`src/rtl/lzrw1_pkg.sv`:
```
// Shared LZRW1 types and constants for the matcher and the group packer.
// Holds the item bundle, the packer state encoding and default field widths.
package lzrw1_pkg;

  localparam int GROUP_SIZE = 16;
  localparam int LEN_W      = 4;
  localparam int OFF_W      = 12;

  typedef struct packed {
    logic             is_copy;
    logic [7:0]       literal;
    logic [LEN_W-1:0] length;
    logic [OFF_W-1:0] offset;
  } item_t;

  typedef enum logic [1:0] {
    COLLECT,
    EMIT_CTRL,
    EMIT_DATA
  } state_t;

endpackage

```
`src/rtl/lzrw1_item_encoder.sv`:
```
// Combinational LZRW1 item encoder: item_t -> one or two data bytes + ctrl bit.
// Ports: item in; nbytes (1|2), byte0, byte1, ctrl_bit out.
module lzrw1_item_encoder
  import lzrw1_pkg::*;
(
  input  item_t      item,
  output logic [1:0] nbytes,
  output logic [7:0] byte0,
  output logic [7:0] byte1,
  output logic       ctrl_bit
);

  always_comb begin
    ctrl_bit = item.is_copy;
    nbytes   = item.is_copy ? 2'd2 : 2'd1;
    byte1    = item.offset[7:0];
    if (item.is_copy) begin
      byte0 = {item.length, item.offset[OFF_W-1:8]};
    end else begin
      byte0 = item.literal;
    end
  end

endmodule

```
`src/rtl/lzrw1_group_packer.sv`:
```
// LZRW1 group packer: buffers up to GROUP_SIZE items, then streams ctrl bytes
// followed by item bytes. Ports: item valid/ready in, byte valid/ready out,
// group_done pulse and wrapping bytes_out/groups_out counters.
module lzrw1_group_packer
  import lzrw1_pkg::*;
#(
  parameter int GROUP_SIZE = 16,
  parameter int LEN_W      = 4,
  parameter int OFF_W      = 12,
  parameter int CNT_W      = 32
) (
  input  logic             clock,
  input  logic             reset,
  input  logic             item_valid,
  output logic             item_ready,
  input  logic             item_is_copy,
  input  logic [7:0]       item_literal,
  input  logic [LEN_W-1:0] item_length,
  input  logic [OFF_W-1:0] item_offset,
  input  logic             item_last,
  output logic             out_valid,
  input  logic             out_ready,
  output logic [7:0]       out_byte,
  output logic             out_last,
  output logic             group_done,
  output logic [CNT_W-1:0] bytes_out,
  output logic [CNT_W-1:0] groups_out
);

  localparam int NCB  = GROUP_SIZE / 8;
  localparam int NBUF = 2 * GROUP_SIZE;
  localparam int PW   = $clog2(NBUF + 1);
  localparam int CW   = $clog2(GROUP_SIZE + 1);

  if (LEN_W + OFF_W != 16) begin : g_bad_fields
    $error("lzrw1_group_packer: LEN_W + OFF_W must equal 16");
  end
  if (LEN_W != lzrw1_pkg::LEN_W) begin : g_bad_len
    $error("lzrw1_group_packer: LEN_W must match lzrw1_pkg");
  end
  if ((GROUP_SIZE % 8) != 0 || GROUP_SIZE < 8 || GROUP_SIZE > 32) begin : g_bad_gs
    $error("lzrw1_group_packer: GROUP_SIZE must be 8, 16, 24 or 32");
  end

  state_t                state_q, state_d;
  logic [GROUP_SIZE-1:0] ctrl_q, ctrl_d;
  logic [7:0]            buf_q [NBUF];
  logic [7:0]            buf_d [NBUF];
  logic [PW-1:0]         data_ptr_q, data_ptr_d;
  logic [PW-1:0]         rd_ptr_q, rd_ptr_d;
  logic [CW-1:0]         item_cnt_q, item_cnt_d;
  logic [1:0]            cidx_q, cidx_d;
  logic                  last_flag_q, last_flag_d;
  logic                  group_done_q, group_done_d;
  logic [CNT_W-1:0]      bytes_q, bytes_d;
  logic [CNT_W-1:0]      groups_q, groups_d;

  item_t      item;
  logic [1:0] enc_n;
  logic [7:0] enc_b0;
  logic [7:0] enc_b1;
  logic       enc_ctrl;
  logic [7:0] ctrl_byte;
  logic [7:0] data_byte;
  logic       hs;
  logic       data_final;
  logic [CW-1:0] cnt_next;

  assign item = '{
    is_copy: item_is_copy,
    literal: item_literal,
    length:  item_length,
    offset:  item_offset
  };

  lzrw1_item_encoder u_enc (
    .item     (item),
    .nbytes   (enc_n),
    .byte0    (enc_b0),
    .byte1    (enc_b1),
    .ctrl_bit (enc_ctrl)
  );

  assign item_ready = (state_q == COLLECT);
  assign out_valid  = (state_q != COLLECT);
  assign hs         = out_valid && out_ready;
  assign data_final = (rd_ptr_q + PW'(1)) == data_ptr_q;
  assign cnt_next   = item_cnt_q + CW'(1);

  assign group_done = group_done_q;
  assign bytes_out  = bytes_q;
  assign groups_out = groups_q;

  always_comb begin
    ctrl_byte = 8'h00;
    for (int i = 0; i < NCB; i++) begin
      if (2'(i) == cidx_q) ctrl_byte = ctrl_q[8*i +: 8];
    end
    data_byte = 8'h00;
    for (int i = 0; i < NBUF; i++) begin
      if (PW'(i) == rd_ptr_q) data_byte = buf_q[i];
    end
  end

  always_comb begin
    state_d      = state_q;
    ctrl_d       = ctrl_q;
    buf_d        = buf_q;
    data_ptr_d   = data_ptr_q;
    rd_ptr_d     = rd_ptr_q;
    item_cnt_d   = item_cnt_q;
    cidx_d       = cidx_q;
    last_flag_d  = last_flag_q;
    group_done_d = 1'b0;
    groups_d     = groups_q;
    bytes_d      = bytes_q + CNT_W'(hs);
    out_byte     = 8'h00;
    out_last     = 1'b0;

    case (state_q)
      COLLECT: begin
        if (item_valid) begin
          for (int i = 0; i < NBUF; i++) begin
            if (PW'(i) == data_ptr_q) buf_d[i] = enc_b0;
            if (enc_n == 2'd2 && PW'(i) == data_ptr_q + PW'(1)) begin
              buf_d[i] = enc_b1;
            end
          end
          for (int i = 0; i < GROUP_SIZE; i++) begin
            if (CW'(i) == item_cnt_q) ctrl_d[i] = enc_ctrl;
          end
          data_ptr_d = data_ptr_q + PW'(enc_n);
          item_cnt_d = cnt_next;
          if (cnt_next == CW'(GROUP_SIZE) || item_last) begin
            state_d     = EMIT_CTRL;
            last_flag_d = item_last;
            cidx_d      = 2'd0;
          end
        end
      end
      EMIT_CTRL: begin
        out_byte = ctrl_byte;
        if (hs) begin
          if (cidx_q == 2'(NCB - 1)) begin
            state_d  = EMIT_DATA;
            rd_ptr_d = '0;
          end else begin
            cidx_d = cidx_q + 2'd1;
          end
        end
      end
      EMIT_DATA: begin
        out_byte = data_byte;
        out_last = last_flag_q && data_final;
        if (hs) begin
          rd_ptr_d = rd_ptr_q + PW'(1);
          if (data_final) begin
            state_d      = COLLECT;
            group_done_d = 1'b1;
            groups_d     = groups_q + CNT_W'(1);
            ctrl_d       = '0;
            data_ptr_d   = '0;
            item_cnt_d   = '0;
            last_flag_d  = 1'b0;
          end
        end
      end
      default: state_d = COLLECT;
    endcase
  end

  always_ff @(posedge clock or posedge reset) begin
    if (reset) begin
      state_q      <= COLLECT;
      ctrl_q       <= '0;
      for (int i = 0; i < NBUF; i++) buf_q[i] <= 8'h00;
      data_ptr_q   <= '0;
      rd_ptr_q     <= '0;
      item_cnt_q   <= '0;
      cidx_q       <= 2'd0;
      last_flag_q  <= 1'b0;
      group_done_q <= 1'b0;
      bytes_q      <= '0;
      groups_q     <= '0;
    end else begin
      state_q      <= state_d;
      ctrl_q       <= ctrl_d;
      buf_q        <= buf_d;
      data_ptr_q   <= data_ptr_d;
      rd_ptr_q     <= rd_ptr_d;
      item_cnt_q   <= item_cnt_d;
      cidx_q       <= cidx_d;
      last_flag_q  <= last_flag_d;
      group_done_q <= group_done_d;
      bytes_q      <= bytes_d;
      groups_q     <= groups_d;
    end
  end

endmodule

```
`config.mk`:
```
export PLATFORM = sky130hd
export DESIGN_NAME = lzrw1_group_packer
export DESIGN_NICKNAME = d
export VERILOG_FILES = /design/src/rtl/lzrw1_pkg.sv /design/src/rtl/lzrw1_item_encoder.sv /design/src/rtl/lzrw1_group_packer.sv
export SDC_FILE = /design/constraint.sdc
export NUM_CORES = 1
export LEC_CHECK = 0
export CAP_MARGIN = 20
export CORE_MARGIN = 3
export CORE_UTILIZATION = 24
export CTS_CLUSTER_SIZE = 28
export DETAILED_ROUTE_END_ITERATION = 7
export REMOVE_ABC_BUFFERS = 1
export SLEW_MARGIN = 20
export SYNTH_ARGS = -nofsm -noshare
export SYNTH_HDL_FRONTEND = slang
export SYNTH_HIERARCHICAL = 1
export SYNTH_SLANG_ARGS = --single-unit
```
`constraint.sdc`:
```
create_clock -name clock -period 17.16 [get_ports clock]
set_input_delay 3.432 -clock clock [delete_from_list [all_inputs] [get_ports clock]]
set_output_delay 3.432 -clock clock [all_outputs]
set_load 0.02 [all_outputs]
```
# [After elaboration in Yosys (flattened, before gate mapping)]
# Cells that the tools add are included.
[word_totals] regBits=359
[classes] addsub=7 eq_ne=138 mux=154 n_reduce_logical=131
[op_table] cell="8-bit two-way mux" count=99
[op_table] cell="5-bit by 6-bit == test with 1-bit output (first input constant)" count=48
[op_table] cell="4-bit by 6-bit == test with 1-bit output (first input constant)" count=24
[op_table] cell="3-bit AND reduction" count=33
[op_table] cell="5-bit AND reduction" count=18
[op_table] cell="3-bit by 6-bit == test with 1-bit output (first input constant)" count=12
[op_table] cell="2-bit nonzero test" count=36
[op_table] cell="16-bit two-way mux" count=3
[op_table] cell="4-bit by 5-bit == test with 1-bit output (first input constant)" count=8
[op_table] cell="2-bit by 6-bit == test with 1-bit output (first input constant)" count=6
[op_table] cell="6-bit two-way mux" count=6
[op_table] cell="1-bit logical AND" count=34
[op_table] cell="2-bit by 1-bit != test with 1-bit output (second input constant)" count=17
[op_table] cell="32-bit by 1-bit adder with 32-bit output" count=1
[op_table] cell="32-bit by 1-bit adder with 32-bit output (second input constant)" count=1
[op_table] cell="16-bit case mux with 2 select lines" count=1
[op_table] cell="1-bit two-way mux" count=24
[op_table] cell="6-bit case mux with 2 select lines" count=2
[op_table] cell="2-bit two-way mux" count=11
[op_table] cell="3-bit by 5-bit == test with 1-bit output (first input constant)" count=4
[op_table] cell="1-bit by 6-bit == test with 1-bit output (first input constant)" count=3
[op_table] cell="6-bit logical NOT" count=3
[op_table] cell="8-bit case mux with 2 select lines" count=1
[op_table] cell="5-bit two-way mux" count=3
[op_table] cell="21 further kinds" count=32

# [Depth between registers and ports, before layout]
[logic_depth] word_depth=34 ltp_mapped=13 ltp_nobuf=13

# [Modules after synthesis]
# Netlist, hierarchy kept.
[modules_own_cells] mod="lzrw1_group_packer" n_inst=1 cells_per_inst=2333 area_per_inst_um2=21033.9 seq_area_each_um2=8983.6
[modules_own_cells] mod="lzrw1_item_encoder" n_inst=1 cells_per_inst=20 area_per_inst_um2=210.2 seq_area_each_um2=0.0

# [Worst setup path before layout]
# Ideal clock, no wire load.
[synth_timing] path_kind="register to output" from="reg rd_ptr_q[1]" to="out out_byte[7]" arrival_time_ns=2.675 slack_ns=11.053 stages_incl_launch_ff=12 path_buffers=3 cell_sequence="dfrtp_1 inv_1 ha_1 clkbuf_1 clkbuf_1 clkbuf_1 nor3_1 o311ai_0 o2111ai_1 a311oi_1 nor3_1 o21ai_0"
[synth_between] elab_chain_cells=34 elab_cells_between_ends=65
[synth_lines] element="start: declaration" line="lzrw1_group_packer.sv:50" rtl="logic [PW-1:0] rd_ptr_q, rd_ptr_d;"
[synth_lines] element="start signal: assignment" line="lzrw1_group_packer.sv:190" rtl="rd_ptr_q <= rd_ptr_d;"
[synth_lines] element="6-bit logical NOT" line="lzrw1_group_packer.sv:101" rtl="if (PW'(i) == rd_ptr_q) data_byte = buf_q[i];"
[synth_lines] element="8-bit two-way mux (31 in series)" line="lzrw1_group_packer.sv:101"
[synth_lines] element="8-bit two-way mux *" line="lzrw1_group_packer.sv:101"
[synth_lines] element="8-bit case mux with 2 select lines *" line="lzrw1_group_packer.sv:120" rtl="case (state_q)"
[synth_lines] element="end: declaration" line="lzrw1_group_packer.sv:23" rtl="output logic [7:0] out_byte,"
# Mark *: on every way between the ends. The rest lies on a longest branch, timed or not.

# [Worst setup path in the final report]
[layout_timing] from="reg rd_ptr_q[0]" to="out out_byte[4]"
# The elaborated chain is that of the path after synthesis.

==> reports/qor.yml <==
outcome: "finished, final reports clean"
skew_ns: 0.0186
cp_top_family: "buffers and inverters"
ys_seq_area_share_pct: 42.3
arrival_ns: 5.02
cts_resized: 0
drive_gt1_share_pct: 7.78
critPathKind: "register to output port"
post-route-period-util_pct: 49.3
routed_wl_mm: 78.0
clockRootBuffer: "clkbuf_16"
viasPerCell: 5.23
finalSetupViolations: 0
die_area_sq_mm: 0.0921
yosys.area.top_type: "dfrtp_1"
finalPower_uw: 3310
clkLatencyLatePin_ns: 0.58
max-slew-margin-rel_pct: 32.7
switching_power_uw: 1340
cts_tree: "yes"
synth-async-reset-ratio_pct: 100
power_frac_comb_pct: 30.8
finalSetupTns_ns: 0
grt.total_usage_pct: 16.5
synth_cell_types: 84
cp_max_fo: 45
yosys-top-cells-area: "dfrtp_1 42%, mux2i_1 12%, o21ai_0 7.9%"
endpoint_kind: "output port"
fill_cells: 9352
period_minus_slack_ns: 8.46
slew_viol_final: 0
power_frac_clock_pct: 27.1
cellLeakagePower_uw: 0.00954
num_io_pins: 106
antenna_left: 0
synth_seq_cells: 359
yosysWarnings: 6
synth_top_area_share_pct: 42.3
core_area_sq_mm: 0.0873
syn_area_sq_mm: 0.0212
hold_path_class: "register to register"
slowest_delay_ns: 0.83
antenna_found_initial: 0
wl_per_cell_um: 22.0
hold_buffers: 0
max_cap_violations: 0
first_iter_violations: 1953
syn_area_per_cell_sq_um: 9.03
grt_overflow: 0
synth.most_common_cell: "nand2_1"
vias: 18500
fmax_ghz: 0.118
cp_cell_sequence: "inv_1 > ha_2 > inv_1 > nor2_1 > nor3_1 > nor3_1 > nor4b_1 > a211oi_1 > o22ai_1 > clkdlybuf4s50_1"
synth.cells.most_frequent: "399 x nand2_1, 359 x dfrtp_1, 336 x o21ai_0"
drt_pass1_iterations: 6
cts_buffer_depth: 3
fp.dieW_um: 304
internal-power_uw: 1970
cts_made_buffers: 43
tightest_slew_ns: 1.01
clk_pin_slew_ns: 0.06
numClockSinks: 359
cellPowerDensity_mw_per_mm2: 135
synth_ff_type: "dfrtp_1"
row_count: 108
crit_required_ns: 13.73
seqPwrFrac_pct: 42.1
postCtsSetupBuffers: 0
num_antenna_cells: 0
swShare_pct: 40.5
start_util_pct: 24.3
netlist_instances: 2353
crit_path_top_delay_cell: "ha_2"
globalplace.congestion: 1.00
worst-path-buf-inv: 3
final_nets: 2408
hold_violations: 0
fp.dieH_um: 304
startpoint_type: "register"
rsz0062_at_grt: "false"
area_growth_pct: 15.5
grt_max_degree: 102
io_buffers: 105
synth-edff-count: 0
drt_drc_violations_left: 0
grt_pass1_wl_mm: 117
peakVddDrop_uv: 69.0
dpl.hpwl_mm: 53.3
grt_pass1_vias: 17500
cts_htree_levels: 2
kinds of logic (layout without fill, tap and decap cells):
kind of cell    Yosys count  after routing  share of synthesized area [%]
mux                     269            269                           12.9
simple gates            795            795                           18.5
compound gates          622            622                           17.5
fa+ha+maj                20             20                           1.21
xor+xnor                 77             77                           3.27
flops                   359            359                           42.3
buf+inv                 211            249                           4.38
routing by layer:
layer | vias to the layer above | track usage [%] | share of wire (%)
met1 | 9116 | 24.0 | 46
met5 | - | 0 | 0
met3 | 163 | 3.14 | 8.3
met2 | 886 | 24.2 | 42
li1 | 8376 | - | -
met4 | 0 | 5.85 | 3.5
metrics by stage:
| step | util (%) | instance area [sq um] | hold slack [ns] | setup slack [ns] | cells |
|---|---|---|---|---|---|
| 3_5_place_dp | 26.6 | 23200 | 0.468 | 9.45 | 3468 |
| 2_1_floorplan | - | 20500 | 0.441 | 3.77 | 2180 |
| 3_3_place_gp | 26.6 | 23200 | 0.463 | 9.49 | 3468 |
| 5_1_grt | 28.1 | 24500 | 0.492 | 8.53 | 3546 |
| 6_report | 28.1 | 24500 | 0.473 | 8.70 | 3546 |
| 4_1_cts | 28.1 | 24500 | 0.476 | 8.84 | 3546 |
area by class of cell:
class | count | area (sq um) | share of cell area [%]
tap | 1155 | 1450 | 5.89
timing repair buffer | 133 | 1260 | 5.14
sequential | 359 | 8980 | 36.6
multi-input combinational | 1783 | 11300 | 46.2
inverter | 38 | 150 | 0.612
clock buffer | 65 | 1240 | 5.05
clock inverter | 13 | 109 | 0.444
flip-flops by register name, summed over array words and instances (netlist names):
register / flops
group_done: 1
item_cnt_q: 5
buf_q: 256
ctrl_q: 16
last_flag_q: 1
groups_out: 32
state_q: 2
cidx_q: 2
bytes_out: 32
data_ptr_q: 6
rd_ptr_q: 6
placed cells by master (no fill, tap or decap), types with 13 or more instances in the layout:
| master | netlist | routed |
|---|---|---|
| a21oi_1 | 80 | 80 |
| a221oi_1 | 16 | 16 |
| and3_1 | 13 | 13 |
| buf_4 | 13 | 28 |
| clkbuf_1 | 107 | 14 |
| clkbuf_16 | 0 | 43 |
| clkdlybuf4s50_1 | 0 | 105 |
| dfrtp_1 | 359 | 359 |
| ha_1 | 19 | 17 |
| inv_1 | 38 | 37 |
| mux2i_1 | 261 | 261 |
| nand2_1 | 399 | 399 |
| nand3_1 | 62 | 62 |
| nand4_1 | 19 | 19 |
| nor2_1 | 115 | 115 |
| nor2_4 | 30 | 30 |
| nor2b_1 | 14 | 14 |
| nor3_1 | 37 | 37 |
| o211ai_1 | 15 | 15 |
| o21ai_0 | 336 | 336 |
| o21ai_1 | 19 | 18 |
| o21ai_2 | 19 | 19 |
| o22ai_1 | 18 | 18 |
| xnor2_1 | 45 | 45 |
| xor2_1 | 30 | 30 |
path summary, 6_finish.rpt:
kind | endpoint | slack, ns | cells past startpoint | startpoint
worst max-delay path | out_byte[4] | 8.70 | 10 | rd_ptr_q[0]
worst min-delay path | groups_out[31] | 0.47 | 1 | groups_out[31]
worst max register to register | ctrl_q[4] | 13.56 | 10 | rd_ptr_q[0]
worst min register to register | groups_out[31] | 0.47 | 1 | groups_out[31]
max in group asynchronous | buf_q[104] | 11.41 | 4 | reset
min in group asynchronous | groups_out[16] | 3.39 | 2 | reset
power groups by stage:
stage               Sequential (uW)  Clock [uW]  Combinational [uW]
floorplan                      1270           0                 638
global placement               1400           0                 974
detailed placement             1390           0                1000
CTS                            1380         914                1000
global route                   1410         947                1120
finish                         1390         898                1020
No activity file was read; power rests on OpenSTA's default activity.
